## src/rtl/dffrs_init_seq.sv

```systemverilog
// Timed async clear/preset sequencer: force-loads a pattern into a DFFRS bank through
// its RN/SN pins, holding the pulse width and recovery time before re-enabling the clock.
module dffrs_init_seq #(
    parameter int WIDTH     = 8,
    parameter int PULSE_CYC = 2,
    parameter int RECOV_CYC = 2
) (
    input  logic             CK,
    input  logic             RN,
    input  logic             start,
    input  logic [WIDTH-1:0] pattern,
    input  logic [WIDTH-1:0] mask,
    output logic [WIDTH-1:0] rn_out,
    output logic [WIDTH-1:0] sn_out,
    output logic             clk_en,
    output logic             busy,
    output logic             done
);

    localparam int MAX_CYC = (PULSE_CYC > RECOV_CYC) ? PULSE_CYC : RECOV_CYC;
    localparam int CNT_W   = $clog2(MAX_CYC + 1);

    typedef enum logic [1:0] {
        IDLE,
        ASSERT,
        RELEASE,
        DONE
    } state_t;

    state_t           state;
    logic [CNT_W-1:0] cnt;

    // Pins are computed as next-state values so every output comes straight from a flop.
    // NOTE: sequential state uses non-blocking (<=) so all flops update from pre-edge values.
    always_ff @(posedge CK or negedge RN) begin
        if (!RN) begin
            state  <= IDLE;
            cnt    <= '0;
            rn_out <= '1;
            sn_out <= '1;
            clk_en <= 1'b1;
            busy   <= 1'b0;
            done   <= 1'b0;
        end else begin
            case (state)
                IDLE, DONE: begin
                    rn_out <= '1;
                    sn_out <= '1;
                    clk_en <= 1'b1;
                    busy   <= 1'b0;
                    done   <= 1'b0;
                    if (start) begin
                        state  <= ASSERT;
                        cnt    <= CNT_W'(PULSE_CYC);
                        clk_en <= 1'b0;
                        busy   <= 1'b1;
                        // A masked bit drives exactly one of its two pins low, never both.
                        rn_out <= ~(mask & ~pattern);
                        sn_out <= ~(mask & pattern);
                    end else begin
                        state <= IDLE;
                    end
                end
                ASSERT: begin
                    if (cnt == CNT_W'(1)) begin
                        state  <= RELEASE;
                        cnt    <= CNT_W'(RECOV_CYC);
                        rn_out <= '1;
                        sn_out <= '1;
                    end else begin
                        cnt <= cnt - CNT_W'(1);
                    end
                end
                RELEASE: begin
                    if (cnt == CNT_W'(1)) begin
                        state  <= DONE;
                        cnt    <= '0;
                        clk_en <= 1'b1;
                        busy   <= 1'b0;
                        done   <= 1'b1;
                    end else begin
                        cnt <= cnt - CNT_W'(1);
                    end
                end
                default: state <= IDLE;
            endcase
        end
    end

endmodule

```

## config.mk

```make
export PLATFORM = sky130hd
export DESIGN_NAME = dffrs_init_seq
export DESIGN_NICKNAME = d
export VERILOG_FILES = /design/src/rtl/dffrs_init_seq.sv
export SDC_FILE = /design/constraint.sdc
export NUM_CORES = 1
export LEC_CHECK = 0
export ABC_AREA = 1
export CORE_MARGIN = 2
export CORE_UTILIZATION = 40
export DETAILED_ROUTE_END_ITERATION = 12
export GPL_ROUTABILITY_DRIVEN = 0
export PLACE_DENSITY_LB_ADDON = 0.3
export SLEW_MARGIN = 20
export SYNTH_ARGS = -nofsm -noshare
export SYNTH_HDL_FRONTEND = slang
export SYNTH_SLANG_ARGS = --single-unit
export TNS_END_PERCENT = 100
```

## constraint.sdc

```tcl
create_clock -name CK -period 3.8 [get_ports CK]
set_clock_uncertainty 0.15 [all_clocks]
set_input_delay 0.38 -clock CK [delete_from_list [all_inputs] [get_ports CK]]
set_output_delay 0.38 -clock CK [all_outputs]
set_load 0.01 [all_outputs]
```

==> results.json, run 1 <==
{
  "ys_seq_area_share_pct": 47.13,
  "rsz0062_at_grt": "false",
  "hold_viol": 0,
  "cts_made_buffers": 3,
  "dp_slack_ns": 2.068,
  "synth_edf_count": 0,
  "root_buffer": "clkbuf_4",
  "die_area_sq_um": 3632,
  "avgSynthCellArea_sq_um": 7.319,
  "worstSetupPathDepth": 1,
  "grt_usage_pct": 15.60,
  "worstSetupEndpointType": "primary output",
  "hold_path_class": "in2async",
  "crit_type": "reg2out",
  "setup_violations": 0,
  "core_area_sq_um": 3028,
  "p_per_area_nw_per_um2": 880.3,
  "ctsResizeCount": 0,
  "crit_path_top_delay_cell": "dfstp_2",
  "r2r_cells": 6,
  "first_pass_iters": 4,
  "fin_util_pct": 55.99,
  "grt_pass1_vias": 994,
  "cp.arrival_ns": 1.41,
  "drive_gt1_share_pct": 12.80,
  "overflow": 0,
  "dp.cells": 251,
  "crit_chain": "clkdlybuf4s50_1",
  "drv_cap": 0,
  "critPathTopFamily": "flip-flops",
  "clockBufferDepth": 2,
  "peakVddDrop_v": 0.0003124,
  "p_seq_share_pct": 34.4,
  "path_clk_slew_ns": 0.14,
  "dp_hpwl_mm": 1.854,
  "wire_per_inst_microns": 10.07,
  "synth_seq_cells": 23,
  "stdcell_count": 255,
  "slew_headroom_pct": 76.23,
  "die_h_microns": 60.27,
  "fin_crit_sh_pct": 51.02,
  "cp-start-kind": "register",
  "area_growth_pct": 33.89,
  "p_switching_uw": 628.3,
  "worst_slack_ns": 1.861,
  "clk_latency_ns": 0.30,
  "total_power_mw": 1.492,
  "dieWidth_microns": 60.27,
  "io_buffers": 37,
  "post_dp_cell_area_sq_um": 1668,
  "drt_wl_total_mm": 2.569,
  "grt_pass1_wl_mm": 4.374,
  "crit_start": "rn_out[3]",
  "fp-row-count": 20,
  "antenna_found_initial": 0,
  "synth_flop_cell": "dfstp_2",
  "crit_path_end": "rn_out[3]",
  "final.min_clock_period_ns": 1.939,
  "drc": 0,
  "stdcell_area_sq_um": 1695,
  "rr_endpoint": "rn_out[5]",
  "r2r_slack_ns": 2.19,
  "syn_inst": 173,
  "cts.sink_count": 23,
  "clockPowerShare_pct": 7.7,
  "diodes": 0,
  "yosysWarnings": 0,
  "htreeDepth": 1,
  "async_flop_share_pct": 100.0,
  "syn_area_sq_um": 1266,
  "p_int_uw": 864.1,
  "vias": 1113,
  "fmax_mhz": 515.8,
  "slowest_delay_ns": 0.57,
  "io_pins": 38,
  "tightest_slew_ns": 0.3552,
  "final_common_cell": "nand2_1",
  "synth_nets": 196,
  "drtAntennaViolNets": 0,
  "combPwrFrac_pct": 57.9,
  "cp_data_required_time_ns": 3.27,
  "r2r-start": "state[1]",
  "final_max_slew_viol_count": 0,
  "layout.nets": 235,
  "avgViaCountPerCell": 4.365,
  "layout_common_cells": "nand2_1, clkdlybuf4s50_1, inv_1",
  "holdBufCountCts": 0,
  "yosysUniqueCellTypes": 16,
  "holdWs_ns": 0.2680,
  "status": "completed",
  "cts_tree": "done",
  "leakage_nw": 0.9010,
  "grt_max_degree": 24,
  "switching_share_pct": 42.10,
  "start_util_pct": 41.82,
  "critPathBufInv": 1,
  "cts_setup_buffers": 0,
  "worstPathMaxFanout": 2,
  "dr.first_iter.drc_count": 29,
  "setup-tns-final_ns": 0
}
[metal layers]
| metal | GRT usage [%] | vias up | routed length [microns] |
|---|---|---|---|
| met5 | 0 | - | 0 |
| li1 | - | 597 | - |
| met3 | 2.814 | 2 | 143 |
| met1 | 23.51 | 488 | 1341 |
| met2 | 23.45 | 26 | 1069 |
| met4 | 2.857 | 0 | 15 |
[state kept, by name (all words and copies together), names as in the netlist]
| name | count |
|---|---|
| sn_out | 8 |
| cnt | 2 |
| done | 1 |
| busy | 1 |
| clk_en | 1 |
| state | 2 |
| rn_out | 8 |
[cell type report]
class                           count  area (sq um)
Inverter                           27         101.3
Multi-Input combinational cell    119         536.8
Fill cell                         306          1333
Clock buffer                        3         22.52
Timing Repair Buffer               38         377.9
Clock inverter                      1         5.005
Sequential cell                    23         596.8
Tap cell                           44         55.05
[power by group through the flow]
| stage | combinational, mW | sequential, mW | clock, mW |
|---|---|---|---|
| floorplan | 0.538 | 0.561 | 0 |
| global placement | 0.848 | 0.519 | 0 |
| detailed placement | 0.867 | 0.517 | 0 |
| CTS | 0.872 | 0.514 | 0.118 |
| global route | 0.981 | 0.526 | 0.127 |
| finish | 0.865 | 0.513 | 0.115 |
[how the worst min path moves through the flow]
| stage | start | endpoint | slack (ns) | cells past startpoint |
|---|---|---|---|---|
| floorplan | RN | busy | -0.07 | 0 |
| global placement | rn_out[0] | rn_out[0] | 0.32 | 2 |
| detailed placement | sn_out[1] | sn_out[1] | 0.33 | 2 |
| CTS | RN | done | 0.27 | 2 |
| global route | RN | done | 0.28 | 2 |
| finish | RN | done | 0.27 | 2 |
[synthesized netlist by cell type, types with 2 or more instances]
master | count | area, sq um
dfrtp_1 | 6 | 150.1
inv_1 | 26 | 97.59
nand2_1 | 74 | 277.8
nand2_4 | 2 | 22.52
dfstp_2 | 17 | 446.7
nor2_1 | 13 | 48.80
ha_1 | 4 | 50.05
o21ai_0 | 3 | 15.01
nand3_1 | 21 | 105.1
[logic make-up after synthesis]
| logic type | share of synthesized area (%) |
|---|---|
| simple gates | 37.25 |
| flops | 47.13 |
| fa+ha+maj | 3.953 |
| buf+inv | 10.47 |
| compound gates | 1.185 |
Note: power is estimated with default switching activity, not from simulation.
==> inputs of run 2 (changes only) <==
- clock period: 3.8 -> 1.9 ns (I/O delays scaled with it)
==> results.json, run 2 (same netlist as run 1, synthesis figures left out) <==
{
  "fmax_mhz": 568.3,
  "worstSetupEndpointType": "primary output",
  "reg_top3": "rn_out x8, sn_out x8",
  "diodes": 0,
  "grt_pass1_wl_mm": 4.188,
  "drtAntennaViolNets": 0,
  "dr.first_iter.drc_count": 29,
  "slew_headroom_pct": 75.41,
  "vias": 1108,
  "p_seq_share_pct": 34.2,
  "p_per_area_nw_per_um2": 1766,
  "combPwrFrac_pct": 58.0,
  "final_common_cell": "nand2_1",
  "grt_usage_pct": 15.30,
  "hold_viol": 0,
  "io_pins": 38,
  "critPathTopFamily": "flip-flops",
  "fp-row-count": 20,
  "drc": 0,
  "stdcell_area_sq_um": 1695,
  "setup-tns-final_ns": 0,
  "crit_chain": "clkdlybuf4s50_1",
  "drv_cap": 0,
  "clockBufferDepth": 2,
  "slowest_delay_ns": 0.57,
  "dp_hpwl_mm": 1.812,
  "n_fill_cell": 298,
  "cts_tree": "done",
  "worstPathMaxFanout": 2,
  "htreeDepth": 1,
  "crit_type": "reg2out",
  "grt_pass1_vias": 985,
  "stdcell_count": 255,
  "setup_violations": 0,
  "crit_path_top_delay_cell": "dfstp_2",
  "avgViaCountPerCell": 4.345,
  "dieWidth_microns": 60.27,
  "start_util_pct": 41.82,
  "post_dp_cell_area_sq_um": 1668,
  "switching_share_pct": 42.26,
  "cts_made_buffers": 3,
  "ctsResizeCount": 0,
  "drt_wl_total_mm": 2.593,
  "root_buffer": "clkbuf_4",
  "wire_per_inst_microns": 10.17,
  "peakVddDrop_v": 0.0006645,
  "critPathBufInv": 1,
  "die_area_sq_um": 3632,
  "cp.arrival_ns": 1.42,
  "cts_setup_buffers": 0,
  "io_buffers": 37,
  "layout.nets": 235,
  "drive_gt1_share_pct": 12.80,
  "die_h_microns": 60.27,
  "tightest_slew_ns": 0.3676,
  "antenna_found_initial": 0,
  "cp-start-kind": "register",
  "dp.cells": 251,
  "fin_crit_sh_pct": 92.62,
  "first_pass_iters": 4,
  "path_clk_slew_ns": 0.13,
  "layout_common_cells": "nand2_1, clkdlybuf4s50_1, inv_1",
  "p_switching_mw": 1.265,
  "final.min_clock_period_ns": 1.760,
  "cts.sink_count": 23,
  "clk_latency_ns": 0.32,
  "p_int_mw": 1.729,
  "area_growth_pct": 33.89,
  "rsz0062_at_grt": "false",
  "cp_data_required_time_ns": 1.56,
  "clockPowerShare_pct": 7.8,
  "overflow": 0,
  "status": "completed",
  "hold_path_class": "in2async",
  "grt_max_degree": 24,
  "final_max_slew_viol_count": 0,
  "leakage_nw": 0.9010,
  "core_area_sq_um": 3028,
  "holdBufCountCts": 0
}
-- run 2: cell counts in the layout (fill, tap and decap cells not counted) --
No cell type changed its count.
-- run 2: cell type report --
cell class / instances / area, sq um / area share, %
inverters: 27 / 101.3 / 5.978
clock buffers: 3 / 22.52 / 1.328
clock inverters: 1 / 5.005 / 0.2952
flip-flops and latches: 23 / 596.8 / 35.20
multi-input cells: 119 / 536.8 / 31.66
well taps: 44 / 55.05 / 3.247
repair buffers: 38 / 377.9 / 22.29
-- run 2: worst paths after layout --
| path | startpoint | end | slack [ns] | cells past startpoint |
|---|---|---|---|---|
| setup reg to reg | state[1] | rn_out[3] | 0.28 | 6 |
| hold / removal | RN | done | 0.05 | 2 |
| min in group CK | sn_out[7] | sn_out[7] | 0.34 | 2 |
| hold reg to reg | sn_out[7] | sn_out[7] | 0.34 | 2 |
| setup / recovery | rn_out[3] | rn_out[3] | 0.14 | 1 |
| max in group asynchronous | RN | rn_out[0] | 1.27 | 2 |
-- run 2: power groups by stage --
stage / clock (mW) / sequential, mW / combinational (mW)
final: 0.233 / 1.02 / 1.74
after global routing: 0.264 / 1.05 / 1.96
after CTS: 0.240 / 1.03 / 1.75
after detailed placement: 0 / 1.04 / 1.73
after global placement: 0 / 1.04 / 1.70
after floorplan: 0 / 1.12 / 1.08
-- run 2: per-layer routing --
layer | share of wire [%] | wire, microns | vias to the layer above | GRT usage, %
met5 | 0 | 0 | - | 0
met4 | 1.5 | 38 | 0 | 5.714
met3 | 7.5 | 195 | 5 | 3.680
met2 | 39 | 1018 | 36 | 22.36
met1 | 52 | 1340 | 473 | 21.82
li1 | - | - | 594 | -
-- run 2: metrics by stage --
step / power (mW) / hold WS [ns] / utilization (%) / worst slack [ns]
finish: 2.994 / 0.05186 / 55.99 / 0.1403
detailed placement: 2.763 / 0.3287 / 55.08 / 0.3086
global route: 3.280 / 0.06170 / 55.99 / 0.1001
floorplan: 2.199 / -0.2556 / - / 0.4926
global placement: 2.736 / 0.3240 / 55.08 / 0.3348
CTS: 3.016 / 0.06646 / 55.99 / 0.1388
